### config.mk
export PLATFORM = sky130hd
export DESIGN_NAME = uart_tx_sched
export DESIGN_NICKNAME = d
export VERILOG_FILES = /design/src/rtl/uart_tx_sched_pkg.sv /design/src/rtl/uart_tx_sched_rr_arbiter.sv /design/src/rtl/uart_tx_sched.sv
export SDC_FILE = /design/constraint.sdc
export NUM_CORES = 1
export LEC_CHECK = 0
export ABC_AREA = 0
export ABC_CLOCK_PERIOD_IN_PS = 3200
export BUFFER_PORTS_ARGS = -buffer_cell sky130_fd_sc_hd__buf_4
export CAP_MARGIN = 20
export CORE_ASPECT_RATIO = 0.6
export CORE_MARGIN = 2
export CORE_UTILIZATION = 45
export DETAILED_ROUTE_END_ITERATION = 16
export GPL_ROUTABILITY_DRIVEN = 0
export HOLD_SLACK_MARGIN = 0.08
export PLACE_DENSITY = 0.74
export SLEW_MARGIN = 20
export SYNTH_ARGS = -nofsm -noshare
export SYNTH_HDL_FRONTEND = slang
export SYNTH_SLANG_ARGS = --single-unit
### constraint.sdc
create_clock -name clk -period 3.2 [get_ports clk]
set_input_delay 0.64 -clock clk [delete_from_list [all_inputs] [get_ports clk]]
set_output_delay 0.64 -clock clk [all_outputs]
set_load 0.02 [all_outputs]
### src/rtl/uart_tx_sched_pkg.sv
// Shared types and constants for the UART transmit scheduler.
package uart_tx_sched_pkg;

  // Frame sequencer states
  typedef enum logic [2:0] {
    IDLE      = 3'd0,
    LOAD      = 3'd1,
    START     = 3'd2,
    WAIT_ACK  = 3'd3,
    WAIT_DONE = 3'd4
  } state_e;

  // Default first byte of every frame; receivers resynchronise on it
  localparam logic [7:0] SYNC_BYTE_DEF = 8'hA5;

  // Frame = sync + index + payload + checksum
  function automatic int frame_len(input int pb);
    return pb + 3;
  endfunction

endpackage

### src/rtl/uart_tx_sched_rr_arbiter.sv
// Combinational round-robin pick: first set request at or above ptr_i, wrapping.
module rr_arbiter #(
  parameter int NUM_REQ = 4,
  parameter int PW      = $clog2(NUM_REQ)
) (
  input  logic [NUM_REQ-1:0] req_i,
  input  logic [PW-1:0]      ptr_i,
  output logic [PW-1:0]      winner_o,
  output logic               valid_o
);

  // Scan from farthest to nearest so the nearest set bit wins the last write
  always_comb begin
    int j;
    logic [PW-1:0] jj;
    winner_o = '0;
    valid_o  = 1'b0;
    for (int i = NUM_REQ - 1; i >= 0; i--) begin
      j = int'(ptr_i) + i;
      if (j >= NUM_REQ) j = j - NUM_REQ;
      jj = PW'(j);
      if (req_i[jj]) begin
        winner_o = jj;
        valid_o  = 1'b1;
      end
    end
  end

endmodule

### src/rtl/uart_tx_sched.sv
// Round-robin frame scheduler feeding a single uart_tx byte transmitter.
module uart_tx_sched
  import uart_tx_sched_pkg::*;
#(
  parameter int         NUM_REQ       = 4,
  parameter int         PAYLOAD_BYTES = 2,
  parameter logic [7:0] SYNC_BYTE     = SYNC_BYTE_DEF
) (
  input  logic                             clk,
  input  logic                             reset,
  input  logic [NUM_REQ-1:0]               req_i,
  input  logic [NUM_REQ*PAYLOAD_BYTES*8-1:0] payload_i,
  output logic [NUM_REQ-1:0]               grant_o,
  output logic                             sched_busy_o,
  output logic                             uart_start_o,
  output logic [7:0]                       uart_data_o,
  input  logic                             uart_busy_i
);

  localparam int            PW      = $clog2(NUM_REQ);
  localparam int            PLW     = PAYLOAD_BYTES * 8;
  localparam int            FLEN    = frame_len(PAYLOAD_BYTES);
  localparam int            BW      = $clog2(FLEN);
  localparam logic [BW-1:0] LAST    = BW'(FLEN - 1);
  localparam logic [PW-1:0] PTR_MAX = PW'(NUM_REQ - 1);

  state_e             state_q;
  logic [PW-1:0]      rr_ptr_q, rr_ptr_d;
  logic [PW-1:0]      win_q;
  logic [BW-1:0]      byte_idx_q;
  logic [PLW-1:0]     payload_q;
  logic [7:0]         csum_q, csum_d;
  logic [NUM_REQ-1:0] grant_q;
  logic               sched_busy_q;
  logic               uart_start_q;
  logic [7:0]         uart_data_q;

  logic [PW-1:0]      arb_win;
  logic               arb_vld;
  logic [PLW-1:0]     pl_sel;
  logic [BW-1:0]      sel_idx;
  logic [7:0]         fbyte;

  rr_arbiter #(.NUM_REQ(NUM_REQ), .PW(PW)) u_arb (
    .req_i    (req_i),
    .ptr_i    (rr_ptr_q),
    .winner_o (arb_win),
    .valid_o  (arb_vld)
  );

  // Winner's payload, its checksum, and the pointer just past the winner
  always_comb begin
    pl_sel = '0;
    for (int i = 0; i < NUM_REQ; i++)
      if (arb_win == PW'(i)) pl_sel = payload_i[i*PLW +: PLW];
    csum_d = {{(8-PW){1'b0}}, arb_win};
    for (int b = 0; b < PAYLOAD_BYTES; b++)
      csum_d = csum_d ^ pl_sel[b*8 +: 8];
    rr_ptr_d = (arb_win == PTR_MAX) ? '0 : arb_win + PW'(1);
  end

  // Frame byte to issue next; in WAIT_DONE we look one byte ahead
  always_comb begin
    sel_idx = (state_q == WAIT_DONE) ? byte_idx_q + BW'(1) : byte_idx_q;
    fbyte   = SYNC_BYTE;
    if (sel_idx == BW'(1)) fbyte = {{(8-PW){1'b0}}, win_q};
    for (int b = 0; b < PAYLOAD_BYTES; b++)
      if (sel_idx == BW'(b + 2)) fbyte = payload_q[(PAYLOAD_BYTES-1-b)*8 +: 8];
    if (sel_idx == LAST) fbyte = csum_q;
  end

  // Sequencer: arbitrate, latch, then hand bytes to uart_tx one handshake at a time
  always_ff @(posedge clk or posedge reset) begin
    if (reset) begin
      state_q      <= IDLE;
      rr_ptr_q     <= '0;
      win_q        <= '0;
      byte_idx_q   <= '0;
      payload_q    <= '0;
      csum_q       <= '0;
      grant_q      <= '0;
      sched_busy_q <= 1'b0;
      uart_start_q <= 1'b0;
      uart_data_q  <= '0;
    end else begin
      grant_q      <= '0;
      uart_start_q <= 1'b0;
      case (state_q)
        IDLE: begin
          if (arb_vld) begin
            state_q      <= LOAD;
            grant_q      <= NUM_REQ'(1) << arb_win;
            win_q        <= arb_win;
            rr_ptr_q     <= rr_ptr_d;
            payload_q    <= pl_sel;
            csum_q       <= csum_d;
            byte_idx_q   <= '0;
            sched_busy_q <= 1'b1;
          end
        end
        LOAD: begin
          // uart_tx may still be busy with someone else; START then holds
          state_q <= START;
          if (!uart_busy_i) begin
            uart_start_q <= 1'b1;
            uart_data_q  <= fbyte;
          end
        end
        START: begin
          if (uart_start_q) begin
            state_q <= WAIT_ACK;
          end else if (!uart_busy_i) begin
            uart_start_q <= 1'b1;
            uart_data_q  <= fbyte;
          end
        end
        WAIT_ACK: begin
          if (uart_busy_i) state_q <= WAIT_DONE;
        end
        WAIT_DONE: begin
          if (!uart_busy_i) begin
            if (byte_idx_q == LAST) begin
              state_q      <= IDLE;
              sched_busy_q <= 1'b0;
            end else begin
              byte_idx_q   <= byte_idx_q + BW'(1);
              state_q      <= START;
              uart_start_q <= 1'b1;
              uart_data_q  <= fbyte;
            end
          end
        end
        default: state_q <= IDLE;
      endcase
    end
  end

  assign grant_o      = grant_q;
  assign sched_busy_o = sched_busy_q;
  assign uart_start_o = uart_start_q;
  assign uart_data_o  = uart_data_q;

endmodule

==> results.toml <==
[run_status]
status = "complete, no violations"

[critical_path]
max_stage_delay_ns = 0.45
crit_type = "primary input to flop"
cp.arrival_ns = 2.85
required_ns = 3.37
path_max_fanout = 29
start_kind = "primary input"
cp_slowest_cell = "o32ai_1"
endpoint_kind = "flop"
reg2reg_slack_ns = 0.60
path_cells = "buf_4, nand2b_1, a21oi_1, o32ai_1, inv_1, ha_1, buf_4, nor2_1, a31oi_1, xnor2_1, xnor2_1, a21oi_1"

[routing]
wl_per_cell_um = 14.0
ant_nets = 0
first_pass_iters = 5
wirelength_um = 7200
drc_errors = 0
dr.first_iter.drc_count = 140
via_per_inst = 5.36
vias = 2755

[min_path]
hold_path_class = "primary input to asynchronous set/reset pin"

[flow_run]
cap_violations = 0

[cells_and_area]
drive_above_1_share_pct = 27.0
fin_cells = 514
area_growth_pct = 27.1
fin_nets = 507
final_util_pct = 60.0
final_cell_mix = "buf_4, a21oi_1, dfrtp_1, nand2_1, nor2_1"
final_common_cell = "buf_4"
antennaDiodeCount = 0

[power_and_ir_drop]
ir_drop_mv = 0.378
power_switching_mw = 1.30
pwr-share-comb_pct = 52.6
pwr-share-seq_pct = 33.5
p_int_mw = 1.81
power_density_mw_per_mm2 = 839
pwr-share-clk_pct = 13.9
p_leak_nw = 1.75
switching_share_pct = 41.9

[sta]
tns_ns = 0
post-route-worst-setup-slack_ns = 0.520
final_max_slew_viol_count = 0
hold_viol = 0
setup_violations = 0
min_period_ns = 2.68
rsz0062_at_grt = "false"
fin_skew_ns = 0.0101
period_share_pct = 83.8
tightest_slew_ns = 0.811
fmax_mhz = 373
slew-limit-headroom_pct = 45.8

[synth]
synth-seq-cells = 48
syn_inst = 354
synth_area_per_cell_sq_um = 8.25
ys_seq_area_share_pct = 41.1
synth_cell_types = 40
synth_warnings = 0
syn_nets = 432
synthesis.area_sq_mm = 0.00292

[clocking]
cts_max_level = 2
cts_tree = "done"
cts-root-buf = "clkbuf_8"
clk_pin_slew_ns = 0.09
postCtsSetupBuffers = 0
insertion_delay_ns = 0.31
numCtsBuffers = 5
cts_hold_buf = 0
clock_path_buffers = 2
cts.sinks = 48
cts_resized = 0

[floorplanning]
coreArea_sq_mm = 0.00619
io-pin-count = 85
start_util_pct = 47.2
dieArea_sq_mm = 0.00717
die_w_um = 108
die_height_um = 66.4
num_rows = 22

[placed_design]
dp.cells = 506
dp_hpwl_um = 5400
dpl_worst_slack_ns = 0.212
port_buffers = 84

[global_routing]
antenna_found_initial = 0
grt_overflow = 0
grt_pass1_wl_um = 12100
grt_max_degree = 56
grt_pass1_vias = 2687
track_usage_pct = 21.4
==> power by group through the flow <==
stage          registers, mW  clock network [mW]  logic [mW]
6_report                1.04               0.432        1.64
5_1_grt                 1.08               0.475        1.84
4_1_cts                 1.04               0.444        1.65
3_5_place_dp            1.05                   0        1.64
3_3_place_gp            1.04                   0        1.59
2_1_floorplan           1.04                   0        1.23
==> through the flow <==
stage	total power, mW	cell area, sq um	hold slack [ns]
2_1_floorplan	2.27	2920	0.478
3_3_place_gp	2.63	3600	0.474
3_5_place_dp	2.69	3600	0.477
4_1_cts	3.13	3710	0.497
5_1_grt	3.40	3710	0.527
6_report	3.12	3710	0.459
==> worst paths after layout <==
path / from / endpoint / cells after the start
max in group asynchronous: reset / csum_q[4] / 2
min in group clk: uart_data_o[5] / uart_data_o[5] / 2
worst min-delay path: reset / sched_busy_o / 2
worst max-delay path: req_i[1] / csum_q[0] / 12
worst max register to register: rr_ptr_q[1] / csum_q[0] / 10
worst min register to register: uart_data_o[5] / uart_data_o[5] / 2
==> critical path, delay by kind of cell <==
family	cells	cell delay, ns
compound gates	4	0.74
buf+inv	3	0.54
fa+ha+maj	1	0.27
simple gates	2	0.29
xor+xnor	2	0.35
==> logic make-up (layout without fill, tap and decap cells) <==
kind of cell | count (synthesis) | after routing | synth area share [%]
AOI/OAI and AO/OA | 128 | 128 | 25.4
xor gates and xnor gates | 11 | 11 | 3.94
adders and majority gates | 7 | 7 | 3.00
buffers and inverters | 50 | 126 | 7.19
DFF | 48 | 48 | 41.1
muxes | 8 | 8 | 3.00
and+or+nand+nor | 102 | 102 | 16.4
==> final cells by class <==
cell class	count	area [sq um]
fill	578	2480
multi-input combinational	256	1510
sequential	48	1200
timing repair buffer	92	691
tap	84	105
inverter	26	98.8
clock buffer	6	72.6
clock inverter	2	35.0
==> sequential cells by signal, summed over array words and instances (netlist names) <==
signal,count
csum_q,8
uart_start_o,1
uart_data_o,8
win_q,2
rr_ptr_q,2
sched_busy_o,1
state_q,3
byte_idx_q,3
grant_o,4
payload_q,16
==> per-layer routing <==
layer | part of all wire, % | vias up | global-route usage (%)
met5 | 0 | - | 0
met4 | 0.50 | 0 | 5.13
met3 | 5.1 | 5 | 5.02
met2 | 47 | 68 | 35.9
met1 | 47 | 1324 | 28.3
li1 | - | 1358 | -
==> synthesized netlist by cell type, drive strengths merged <==
cell type,count,area (sq um)
a211oi,1,12.5
a21o,3,23.8
a21oi,66,342
a22oi,14,105
a31oi,4,25.0
and2,4,25.0
and3,1,6.26
and4bb,2,25.0
buf,8,52.6
clkbuf,16,60.1
dfrtp,48,1200
ha,7,87.6
inv,26,97.6
mux2,6,67.6
mux2i,2,20.0
nand2,37,139
nand2b,5,31.3
nand3,3,15.0
nand3b,3,22.5
nor2,35,131
nor2b,2,12.5
nor3,6,41.3
nor3b,1,7.51
nor4,1,6.26
o21a,1,7.51
o21ai,28,140
o22a,1,10.0
o22ai,7,43.8
o311ai,1,16.3
o31ai,1,7.51
o32ai,1,8.76
or2,1,6.26
or3b,1,8.76
xnor2,10,87.6
xor2,1,27.5
(Power assumes the default switching activity.)
